## src/rtl/mem_stage_lsu_if.sv

```systemverilog
// Handshake and data-bus bundle around the MEM stage: EXE input, WB output,
// data-SRAM response, flush and the ID bypass bus.
interface mem_stage_lsu_if #(
    parameter int PASS_W = 180
);
    localparam int ES_BUS_W = PASS_W + 45;
    localparam int WS_BUS_W = PASS_W + 38;

    logic                es_to_ms_valid;
    logic [ES_BUS_W-1:0] es_to_ms_bus;
    logic                ms_allowin;
    logic                ws_allowin;
    logic                ms_to_ws_valid;
    logic [WS_BUS_W-1:0] ms_to_ws_bus;
    logic                wb_flush;
    logic                data_sram_data_ok;
    logic [31:0]         data_sram_rdata;
    logic [38:0]         ms_fwd_bus;
    logic                ms_ex;

    // master: the MEM stage itself; slave: the surrounding pipeline and SRAM
    modport master (
        input  es_to_ms_valid, es_to_ms_bus, ws_allowin, wb_flush,
               data_sram_data_ok, data_sram_rdata,
        output ms_allowin, ms_to_ws_valid, ms_to_ws_bus, ms_fwd_bus, ms_ex
    );

    modport slave (
        output es_to_ms_valid, es_to_ms_bus, ws_allowin, wb_flush,
               data_sram_data_ok, data_sram_rdata,
        input  ms_allowin, ms_to_ws_valid, ms_to_ws_bus, ms_fwd_bus, ms_ex
    );
endinterface

```

## src/rtl/mem_stage_lsu.sv

```systemverilog
// MEM pipeline stage: holds one instruction, waits for its data-SRAM response,
// aligns load data and hands the result to WB; drops stale responses after a flush.
module mem_stage_lsu #(
    parameter int PASS_W = 180
) (
    input  logic            clk,
    input  logic            reset,
    mem_stage_lsu_if.master lsu
);
    localparam int ES_BUS_W = PASS_W + 45;

    typedef enum logic [1:0] {
        SZ_BYTE = 2'd0,
        SZ_HALF = 2'd1,
        SZ_WORD = 2'd2,
        SZ_WORD_ALT = 2'd3
    } ld_size_e;

    typedef struct packed {
        logic [PASS_W-1:0] pass;
        logic              ex;
        logic              mem_req;
        logic              ld_signed;
        ld_size_e          ld_size;
        logic [1:0]        addr_lo;
        logic              gr_we;
        logic [4:0]        dest;
        logic [31:0]       alu_result;
    } es_bus_t;

    es_bus_t     es_in;
    es_bus_t     bus_r;
    logic        ms_valid;
    logic [31:0] data_buf;
    logic        data_buf_valid;
    logic [1:0]  discard_cnt;
    logic [2:0]  discard_sum;

    logic        rsp_taken;
    logic        wait_resp;
    logic        ms_ready_go;
    logic        ms_leave;
    logic        es_in_req;
    logic [31:0] raw;
    logic [15:0] sh;
    logic [31:0] load_data;
    logic [31:0] final_result;

    assign es_in     = es_bus_t'(lsu.es_to_ms_bus);
    assign es_in_req = lsu.es_to_ms_valid & es_in.mem_req;

    assign rsp_taken   = lsu.data_sram_data_ok & (discard_cnt == 2'd0);
    assign wait_resp   = ms_valid & bus_r.mem_req & ~bus_r.ex;
    assign ms_ready_go = ~wait_resp | data_buf_valid | rsp_taken;
    assign ms_leave    = ms_valid & ms_ready_go & lsu.ws_allowin;

    assign lsu.ms_allowin     = ~ms_valid | (ms_ready_go & lsu.ws_allowin);
    assign lsu.ms_to_ws_valid = ms_valid & ms_ready_go & ~lsu.wb_flush;
    assign lsu.ms_ex          = ms_valid & (bus_r.ex | lsu.wb_flush);

    // NOTE: sequential state uses non-blocking assignments so every register sees pre-edge values.
    always_ff @(posedge clk or posedge reset) begin
        if (reset) begin
            ms_valid <= 1'b0;
        end else if (lsu.wb_flush) begin
            ms_valid <= 1'b0;
        end else if (lsu.ms_allowin) begin
            ms_valid <= lsu.es_to_ms_valid;
        end
    end

    always_ff @(posedge clk or posedge reset) begin
        if (reset) begin
            bus_r <= '0;
        end else if (lsu.es_to_ms_valid & lsu.ms_allowin & ~lsu.wb_flush) begin
            bus_r <= es_in;
        end
    end

    // Response arrived but WB is stalled: park the data until the instruction leaves.
    always_ff @(posedge clk or posedge reset) begin
        if (reset) begin
            data_buf       <= '0;
            data_buf_valid <= 1'b0;
        end else if (lsu.wb_flush | ms_leave) begin
            data_buf_valid <= 1'b0;
        end else if (rsp_taken & wait_resp & ~data_buf_valid & ~lsu.ws_allowin) begin
            data_buf       <= lsu.data_sram_rdata;
            data_buf_valid <= 1'b1;
        end
    end

    // NOTE: combinational blocks assign a default first so no path can infer a latch.
    always_comb begin
        discard_sum = {1'b0, discard_cnt};
        if (lsu.data_sram_data_ok && discard_cnt != 2'd0) begin
            discard_sum = discard_sum - 3'd1;
        end
        if (lsu.wb_flush & wait_resp & ~data_buf_valid & ~rsp_taken) begin
            discard_sum = discard_sum + 3'd1 + {2'b00, es_in_req};
        end
    end

    always_ff @(posedge clk or posedge reset) begin
        if (reset) begin
            discard_cnt <= 2'd0;
        end else begin
            discard_cnt <= (discard_sum > 3'd3) ? 2'd3 : discard_sum[1:0];
        end
    end

    always_comb begin
        raw = data_buf_valid ? data_buf : lsu.data_sram_rdata;
        sh  = 16'(raw >> {bus_r.addr_lo, 3'b000});
        case (bus_r.ld_size)
            SZ_BYTE: load_data = {{24{bus_r.ld_signed & sh[7]}}, sh[7:0]};
            SZ_HALF: load_data = {{16{bus_r.ld_signed & sh[15]}}, sh};
            default: load_data = raw;
        endcase
    end

    assign final_result = (bus_r.mem_req & bus_r.gr_we & ~bus_r.ex) ? load_data
                                                                      : bus_r.alu_result;

    assign lsu.ms_to_ws_bus = {bus_r.pass, bus_r.gr_we, bus_r.dest, final_result};
    assign lsu.ms_fwd_bus   = {ms_valid & bus_r.gr_we & ~bus_r.ex,
                               wait_resp & ~ms_ready_go,
                               bus_r.dest,
                               final_result};
endmodule

```

## src/flat_wrapper.sv

```systemverilog
// flat-port wrapper written by rule: the top's interface ports become plain ports
module mem_stage_lsu_flat 
#(
    parameter int PASS_W = 180
)
  (clk, reset, lsu_es_to_ms_valid, lsu_es_to_ms_bus, lsu_ws_allowin, lsu_wb_flush, lsu_data_sram_data_ok, lsu_data_sram_rdata, lsu_ms_allowin, lsu_ms_to_ws_valid, lsu_ms_to_ws_bus, lsu_ms_fwd_bus, lsu_ms_ex);
  mem_stage_lsu_if #(.PASS_W(PASS_W)) lsu_i ();
  input  logic clk;
  input  logic reset;
  input wire logic [$bits(lsu_i.es_to_ms_valid)-1:0] lsu_es_to_ms_valid;
  input wire logic [$bits(lsu_i.es_to_ms_bus)-1:0] lsu_es_to_ms_bus;
  input wire logic [$bits(lsu_i.ws_allowin)-1:0] lsu_ws_allowin;
  input wire logic [$bits(lsu_i.wb_flush)-1:0] lsu_wb_flush;
  input wire logic [$bits(lsu_i.data_sram_data_ok)-1:0] lsu_data_sram_data_ok;
  input wire logic [$bits(lsu_i.data_sram_rdata)-1:0] lsu_data_sram_rdata;
  output wire logic [$bits(lsu_i.ms_allowin)-1:0] lsu_ms_allowin;
  output wire logic [$bits(lsu_i.ms_to_ws_valid)-1:0] lsu_ms_to_ws_valid;
  output wire logic [$bits(lsu_i.ms_to_ws_bus)-1:0] lsu_ms_to_ws_bus;
  output wire logic [$bits(lsu_i.ms_fwd_bus)-1:0] lsu_ms_fwd_bus;
  output wire logic [$bits(lsu_i.ms_ex)-1:0] lsu_ms_ex;
  assign lsu_i.es_to_ms_valid = lsu_es_to_ms_valid;
  assign lsu_i.es_to_ms_bus = lsu_es_to_ms_bus;
  assign lsu_i.ws_allowin = lsu_ws_allowin;
  assign lsu_i.wb_flush = lsu_wb_flush;
  assign lsu_i.data_sram_data_ok = lsu_data_sram_data_ok;
  assign lsu_i.data_sram_rdata = lsu_data_sram_rdata;
  assign lsu_ms_allowin = lsu_i.ms_allowin;
  assign lsu_ms_to_ws_valid = lsu_i.ms_to_ws_valid;
  assign lsu_ms_to_ws_bus = lsu_i.ms_to_ws_bus;
  assign lsu_ms_fwd_bus = lsu_i.ms_fwd_bus;
  assign lsu_ms_ex = lsu_i.ms_ex;
  mem_stage_lsu #(.PASS_W(PASS_W)) u_core (.clk(clk), .reset(reset), .lsu(lsu_i));
endmodule
```

## config.mk

```make
export PLATFORM = sky130hd
export DESIGN_NAME = mem_stage_lsu_flat
export DESIGN_NICKNAME = d
export VERILOG_FILES = /design/src/rtl/mem_stage_lsu_if.sv /design/src/rtl/mem_stage_lsu.sv /design/src/flat_wrapper.sv
export SDC_FILE = /design/constraint.sdc
export NUM_CORES = 1
export LEC_CHECK = 0
export CAP_MARGIN = 20
export CORE_AREA = 2 2 202 204
export CTS_CLUSTER_DIAMETER = 60
export DETAILED_ROUTE_END_ITERATION = 10
export DIE_AREA = 0 0 204 206
export PLACE_DENSITY = 0.63
export SETUP_SLACK_MARGIN = 0.15
export SYNTH_ARGS = -nofsm -noshare
export SYNTH_HDL_FRONTEND = slang
export SYNTH_SLANG_ARGS = --single-unit
```

## constraint.sdc

```tcl
create_clock -name clk -period 19.8 [get_ports clk]
set_clock_uncertainty 0.1 [all_clocks]
set_input_delay 2.97 -clock clk [delete_from_list [all_inputs] [get_ports clk]]
set_output_delay 2.97 -clock clk [all_outputs]
set_load 0.05 [all_outputs]
```

==> impl_metrics.env, run 1 <==
export IMPL_hold_class="reg -> reg"
export IMPL_synth_distinct_cells=37
export IMPL_io_buffer_count=522
export IMPL_final_util_pct=45.3
export IMPL_cp_required_ns=16.73
export IMPL_die_height_um=206
export IMPL_clockBufferDepth=3
export IMPL_cts_hold_buf=0
export IMPL_fin_nets=1568
export IMPL_worstPathMaxFanout=16
export IMPL_synthArstFlopShare_pct=100
export IMPL_worst_path_largest_cell_delay_ns=0.76
export IMPL_yosys_area_top_type="dfrtp_1"
export IMPL_cts_resized_gates=0
export IMPL_wl_per_cell_um=20.0
export IMPL_ir_drop_v=0.0000831
export IMPL_root_buffer="clkbuf_16"
export IMPL_power_share_clock_pct=29.0
export IMPL_netlist_instances=1003
export IMPL_synth_area_sq_um=13000
export IMPL_grt_max_degree=136
export IMPL_tritoncts="done"
export IMPL_die_area_sq_um=42000
export IMPL_worst_path_buf_inv=2
export IMPL_synth_enable_flop_cells=0
export IMPL_slew_viol_final=0
export IMPL_status="completed"
export IMPL_ant_nets=0
export IMPL_critPathTopFamily="compound AO/OA/AOI/OAI gates"
export IMPL_powerDensity_nw_per_um2=122
export IMPL_track_usage_pct=17.2
export IMPL_finalHoldViolations=0
export IMPL_dp_hpwl_um=27300
export IMPL_worst_r2r_setup_slack_ns=15.62
export IMPL_clock_sinks=261
export IMPL_tns_ns=0
export IMPL_place_gp_congestion=0.812
export IMPL_viasPerCell=4.58
export IMPL_power_leakage_nw=7.37
export IMPL_antenna_found_initial=1
export IMPL_start_util_pct=32.2
export IMPL_design_area_sq_um=18200
export IMPL_drtIter0Drc=231
export IMPL_placementRows=74
export IMPL_fp_dieW_um=204
export IMPL_max_slew_margin_pct=30.1
export IMPL_p_int_mw=1.36
export IMPL_place_ws_ns=10.89
export IMPL_whs_path_depth=1
export IMPL_pwr_share_comb_pct=40.0
export IMPL_seqPwrFrac_pct=31.0
export IMPL_worstHoldStart="u_core.data_buf[22]$_DFFE_PP0P_"
export IMPL_synth_top_area_share_pct=50.4
export IMPL_fin_crit_sh_pct=45.1
export IMPL_synth_area_leaders="dfrtp_1 50%, mux2_2 24%, buf_4 14%"
export IMPL_crit_type="in -> out"
export IMPL_r2r_cells=6
export IMPL_synthesis_nets=1269
export IMPL_grt_pass1_wl_um=54800
export IMPL_netSwitchingFraction_pct=38.4
export IMPL_cp_depth=6
export IMPL_synth_ff_type="dfrtp_1"
export IMPL_crit_start="lsu_data_sram_rdata[23]"
export IMPL_period_needed_ns=8.93
export IMPL_end_kind="output port"
export IMPL_insertion_delay_ns=0.52
export IMPL_ys_seq_area_share_pct=50.4
export IMPL_cts_buffers=36
export IMPL_avgSynthCellArea_sq_um=12.9
export IMPL_net_switching_power_mw=0.850
export IMPL_syn2layout_area_growth_pct=40.4
export IMPL_cts_setup_buffers=0
export IMPL_crit_chain="clkdlybuf4s50_1 > mux2_2 > a222oi_1 > a2bb2oi_4 > a21oi_1 > clkdlybuf4s50_1"
export IMPL_coreArea_sq_um=40200
export IMPL_setup_violations=0
export IMPL_grt_pass1_vias=9066
export IMPL_num_vias=8527
export IMPL_top_level_ports=523
export IMPL_cp_start_kind="input port"
export IMPL_layout_common_cells="522 x clkdlybuf4s50_1, 280 x mux2_2, 260 x dfrtp_1, 44 x a21oi_1, 37 x clkbuf_16"
export IMPL_max_cap_violations=0
export IMPL_cp_arrival_ns=5.86
export IMPL_max_slew_worst_pin_slew_ns=1.05
export IMPL_clock_fmax_mhz=112
export IMPL_worstReg2RegStart="u_core.data_buf_valid$_DFFE_PP0P_"
export IMPL_cp_common_cell="clkdlybuf4s50_1"
export IMPL_drive_gt1_share_pct=27.5
export IMPL_placedInstanceArea_sq_um=17000
export IMPL_grt_overflow_total=0
export IMPL_fin_ws_ns=10.87
export IMPL_drt_wl_total_um=37300
export IMPL_clk_pin_slew_ns=0.05
export IMPL_ys_warn_count=0
export IMPL_holdWs_ns=0.382
export IMPL_first_pass_iters=4
export IMPL_cts_htree_levels=2
export IMPL_yosys_register_bits=261
export IMPL_slowest_stage="clkdlybuf4s50_1"
export IMPL_final_common_cell="clkdlybuf4s50_1"
export IMPL_drc=0
export IMPL_rsz0062_at_grt="false"
[routing by layer]
| metal | up-vias | track usage [%] | wire, um |
|---|---|---|---|
| li1 | 3867 | - | - |
| met1 | 4287 | 20.6 | 14800 |
| met2 | 310 | 28.6 | 18400 |
| met3 | 61 | 5.60 | 2990 |
| met4 | 2 | 7.22 | 1120 |
| met5 | - | 0 | 10 |
[final cells by class]
cell class / count / area (sq um)
clock buffer: 55 / 1070
fill: 3703 / 22000
tap: 532 / 666
sequential: 261 / 6530
inverter: 5 / 26.3
timing repair buffer: 531 / 5310
antenna: 1 / 2.50
clock inverter: 9 / 110
multi-input combinational: 467 / 4470
[through the flow]
stage               total power [mW]  cells
finish                          2.21   1861
global route                    2.31   1860
CTS                             2.24   1860
detailed placement              1.59   1796
global placement                1.58   1796
floorplan                       1.38   1003
[Yosys cell counts (6+ instances only)]
cell type / count
a21oi_1: 44
a22oi_1: 7
a31oi_1: 7
buf_2: 16
buf_4: 238
clkbuf_1: 12
dfrtp_1: 261
mux2_1: 10
mux2_2: 280
mux4_2: 8
nand2_1: 13
nand2b_1: 9
nand3b_1: 6
nor2_1: 27
nor2b_1: 7
o21a_1: 8
o21ai_0: 11
[path summary, 6_finish.rpt]
| kind | endpoint |
|---|---|
| max | lsu_ms_fwd_bus[16] |
| min | u_core.data_buf[22]$_DFFE_PP0P_ |
| max reg2reg | u_core.lsu.ms_to_ws_bus[160]$_DFFE_PP0P_ |
| min reg2reg | u_core.data_buf[22]$_DFFE_PP0P_ |
| max in group asynchronous | u_core.lsu.ms_to_ws_bus[119]$_DFFE_PP0P_ |
| min in group asynchronous | u_core.lsu.ms_to_ws_bus[127]$_DFFE_PP0P_ |
[kinds of logic (layout without fill, tap and decap cells)]
logic type / after synthesis / count (layout) / synth area share, %
XOR/XNOR: 1 / 1 / 0.0676
other: 0 / 1 / 0
AO/OA/AOI/OAI: 88 / 88 / 4.23
multiplexers: 301 / 301 / 26.9
flip-flops: 261 / 261 / 50.4
buffers and inverters: 275 / 600 / 15.1
AND/OR/NAND/NOR: 74 / 74 / 3.01
adder cells (fa/ha/maj): 3 / 3 / 0.290
[flip-flops by register name, summed over array words and instances, names as in the netlist]
register	count
u_core.lsu.ms_to_ws_bus	181
u_core.bus_r	39
u_core.data_buf	32
u_core.lsu.ms_fwd_bus	5
u_core.discard_cnt	2
u_core.data_buf_valid	1
u_core.ms_valid	1
[power by group through the flow]
| stage | Clock [mW] | Combinational, mW | Sequential (mW) |
|---|---|---|---|
| final | 0.643 | 0.885 | 0.686 |
| after global placement | 0 | 0.887 | 0.691 |
| after CTS | 0.664 | 0.893 | 0.687 |
| after global routing | 0.683 | 0.925 | 0.700 |
| after detailed placement | 0 | 0.891 | 0.695 |
| after floorplan | 0 | 0.706 | 0.676 |
[worst reg2reg max path, delay by kind of cell (launching register included)]
kind	cells	cell delay, ns
buffers and inverters	2	1.62
and+or+nand+nor	1	0.28
DFF	1	1.04
muxes	1	0.45
AOI/OAI and AO/OA	2	0.58
(Power assumes the default switching activity.)
==> inputs of run 2 (changes only) <==
CORE_AREA = 2 2 206 208   (was 2 2 202 204)
DIE_AREA = 0 0 208 210   (was 0 0 204 206)
PLACE_DENSITY = 0.64   (was 0.63)
clock period = 7.3 ns   (was 19.8 ns; I/O delays follow)
==> run 2 against run 1 <==
Compared with the run above:
- first-iteration DRC count is 27% higher
- design area is 0.47% higher
- register-to-register slack worse by 12 ns
- power grew to 2.7 times the previous value
- sequential cell count stayed put
- critical path type unchanged
- highest routed layer is now met4
==> impl_metrics.env, run 2 (synthesis results as in run 1) <==
export IMPL_cp_required_ns=6.11
export IMPL_cts_resized_gates=0
export IMPL_power_share_clock_pct=29.4
export IMPL_antenna_found_initial=0
export IMPL_place_ws_ns=2.20
export IMPL_design_area_sq_um=18300
export IMPL_num_vias=8515
export IMPL_powerDensity_nw_per_um2=331
export IMPL_worstPathMaxFanout=16
export IMPL_layout_common_cells="522 x clkdlybuf4s50_1, 280 x mux2_2, 260 x dfrtp_1, 44 x a21oi_1, 37 x clkbuf_16"
export IMPL_grt_busiest_layer="met2"
export IMPL_dp_cells=1804
export IMPL_clockBufferDepth=3
export IMPL_grt_pass1_wl_um=55600
export IMPL_top_level_ports=523
export IMPL_place_gp_congestion=0.840
export IMPL_die_height_um=210
export IMPL_use_met1_pct=18.7
export IMPL_fin_crit_sh_pct=69.8
export IMPL_insertion_delay_ns=0.52
export IMPL_die_area_sq_um=43700
export IMPL_grt_overflow_total=0
export IMPL_tns_ns=0
export IMPL_placedInstanceArea_sq_um=17000
export IMPL_end_kind="output port"
export IMPL_clk_pin_slew_ns=0.05
export IMPL_start_util_pct=31.2
export IMPL_max_cap_violations=0
export IMPL_fin_ws_ns=2.20
export IMPL_grt_use_met2_pct=28.9
export IMPL_dp_hpwl_um=27500
export IMPL_drt_wl_total_um=36900
export IMPL_p_int_mw=3.75
export IMPL_root_buffer="clkbuf_16"
export IMPL_viasPerCell=4.56
export IMPL_cts_hold_buf=0
export IMPL_max_slew_margin_pct=40.6
export IMPL_drtIter0Drc=294
export IMPL_netSwitchingFraction_pct=37.9
export IMPL_met3_usage_pct=5.60
export IMPL_fin_nets=1568
export IMPL_drive_gt1_share_pct=27.6
export IMPL_io_buffer_count=522
export IMPL_cts_setup_buffers=0
export IMPL_final_common_cell="clkdlybuf4s50_1"
export IMPL_pwr_share_comb_pct=39.7
export IMPL_finalHoldViolations=0
export IMPL_ant_nets=0
export IMPL_seqPwrFrac_pct=30.9
export IMPL_setup_violations=0
export IMPL_drc=0
export IMPL_cts_buffers=34
export IMPL_grt_pass1_vias=9331
export IMPL_first_pass_iters=4
export IMPL_coreArea_sq_um=41500
export IMPL_placementRows=75
export IMPL_track_usage_pct=16.5
export IMPL_net_switching_power_mw=2.29
export IMPL_status="completed"
export IMPL_wl_per_cell_um=19.7
export IMPL_total_power_mw=6.05
export IMPL_grt_max_degree=137
export IMPL_cp_arrival_ns=3.90
export IMPL_power_leakage_nw=7.40
export IMPL_clock_fmax_mhz=196
export IMPL_rsz0062_at_grt="false"
export IMPL_syn2layout_area_growth_pct=41.0
export IMPL_slew_viol_final=0
export IMPL_final_cells=1868
export IMPL_clock_sinks=261
export IMPL_tritoncts="done"
export IMPL_crit_type="in -> out"
export IMPL_largest_reg_flops=181
export IMPL_cp_start_kind="input port"
export IMPL_period_needed_ns=5.10
export IMPL_ir_drop_v=0.000198
export IMPL_hold_class="reg -> reg"
export IMPL_fp_dieW_um=208
export IMPL_cts_htree_levels=2
export IMPL_max_slew_worst_pin_slew_ns=0.892
==> run 2: cell count changes in the layout (fill, tap and decap cells not counted), sizes merged <==
cell / delta
buf: +2
clkinvlp: +1
clkinv: -2
inv: -2
bufinv: +1
==> run 2: per-layer routing <==
layer | routed length [um] | vias up
met5 | 0 | -
met3 | 3160 | 65
met2 | 18700 | 366
li1 | - | 3849
met4 | 957 | 0
met1 | 14000 | 4235
==> run 2: stage by stage <==
step                      hold slack [ns]  util [%]
after global placement              0.363      41.1
after floorplan                     0.352         -
final                               0.391      44.1
after detailed placement            0.376      41.1
after global routing                0.409      44.1
after CTS                           0.392      44.0
==> run 2: final timing paths <==
check | startpoint | endpoint | slack [ns] | cells past startpoint
min in group asynchronous | reset | u_core.lsu.ms_to_ws_bus[126]$_DFFE_PP0P_ | 1.08 | 3
min | u_core.bus_r[0]$_DFFE_PP0P_ | u_core.bus_r[0]$_DFFE_PP0P_ | 0.39 | 1
max in group asynchronous | reset | u_core.data_buf_valid$_DFFE_PP0P_ | 4.54 | 4
max | lsu_data_sram_rdata[23] | lsu_ms_to_ws_bus[30] | 2.20 | 6
min reg2reg | u_core.bus_r[0]$_DFFE_PP0P_ | u_core.bus_r[0]$_DFFE_PP0P_ | 0.39 | 1
max reg2reg | u_core.data_buf_valid$_DFFE_PP0P_ | u_core.lsu.ms_to_ws_bus[178]$_DFFE_PP0P_ | 3.93 | 7
==> run 2: area by class of cell <==
type	count	area, sq um
fillers	3856	23200
clock inverters	7	124
flip-flops and latches	261	6530
repair buffers	533	5350
diodes	1	2.50
clock buffers	55	1090
well taps	539	674
inverters	5	22.5
multi-input cells	467	4470
==> run 2: worst max-delay path, cell delays in order <==
cell,delay (ns)
clkdlybuf4s50_1,0.44
mux2_2,0.31
a222oi_1,0.57
a2bb2oi_4,0.49
a21oi_1,0.25
clkdlybuf4s50_1,0.76
==> run 2: power groups by stage <==
stage / combinational (mW) / clock, mW / sequential (mW)
floorplan: 1.92 / 0 / 1.83
global placement: 2.39 / 0 / 1.88
detailed placement: 2.40 / 0 / 1.90
CTS: 2.41 / 1.84 / 1.88
global route: 2.50 / 1.89 / 1.90
finish: 2.40 / 1.78 / 1.87
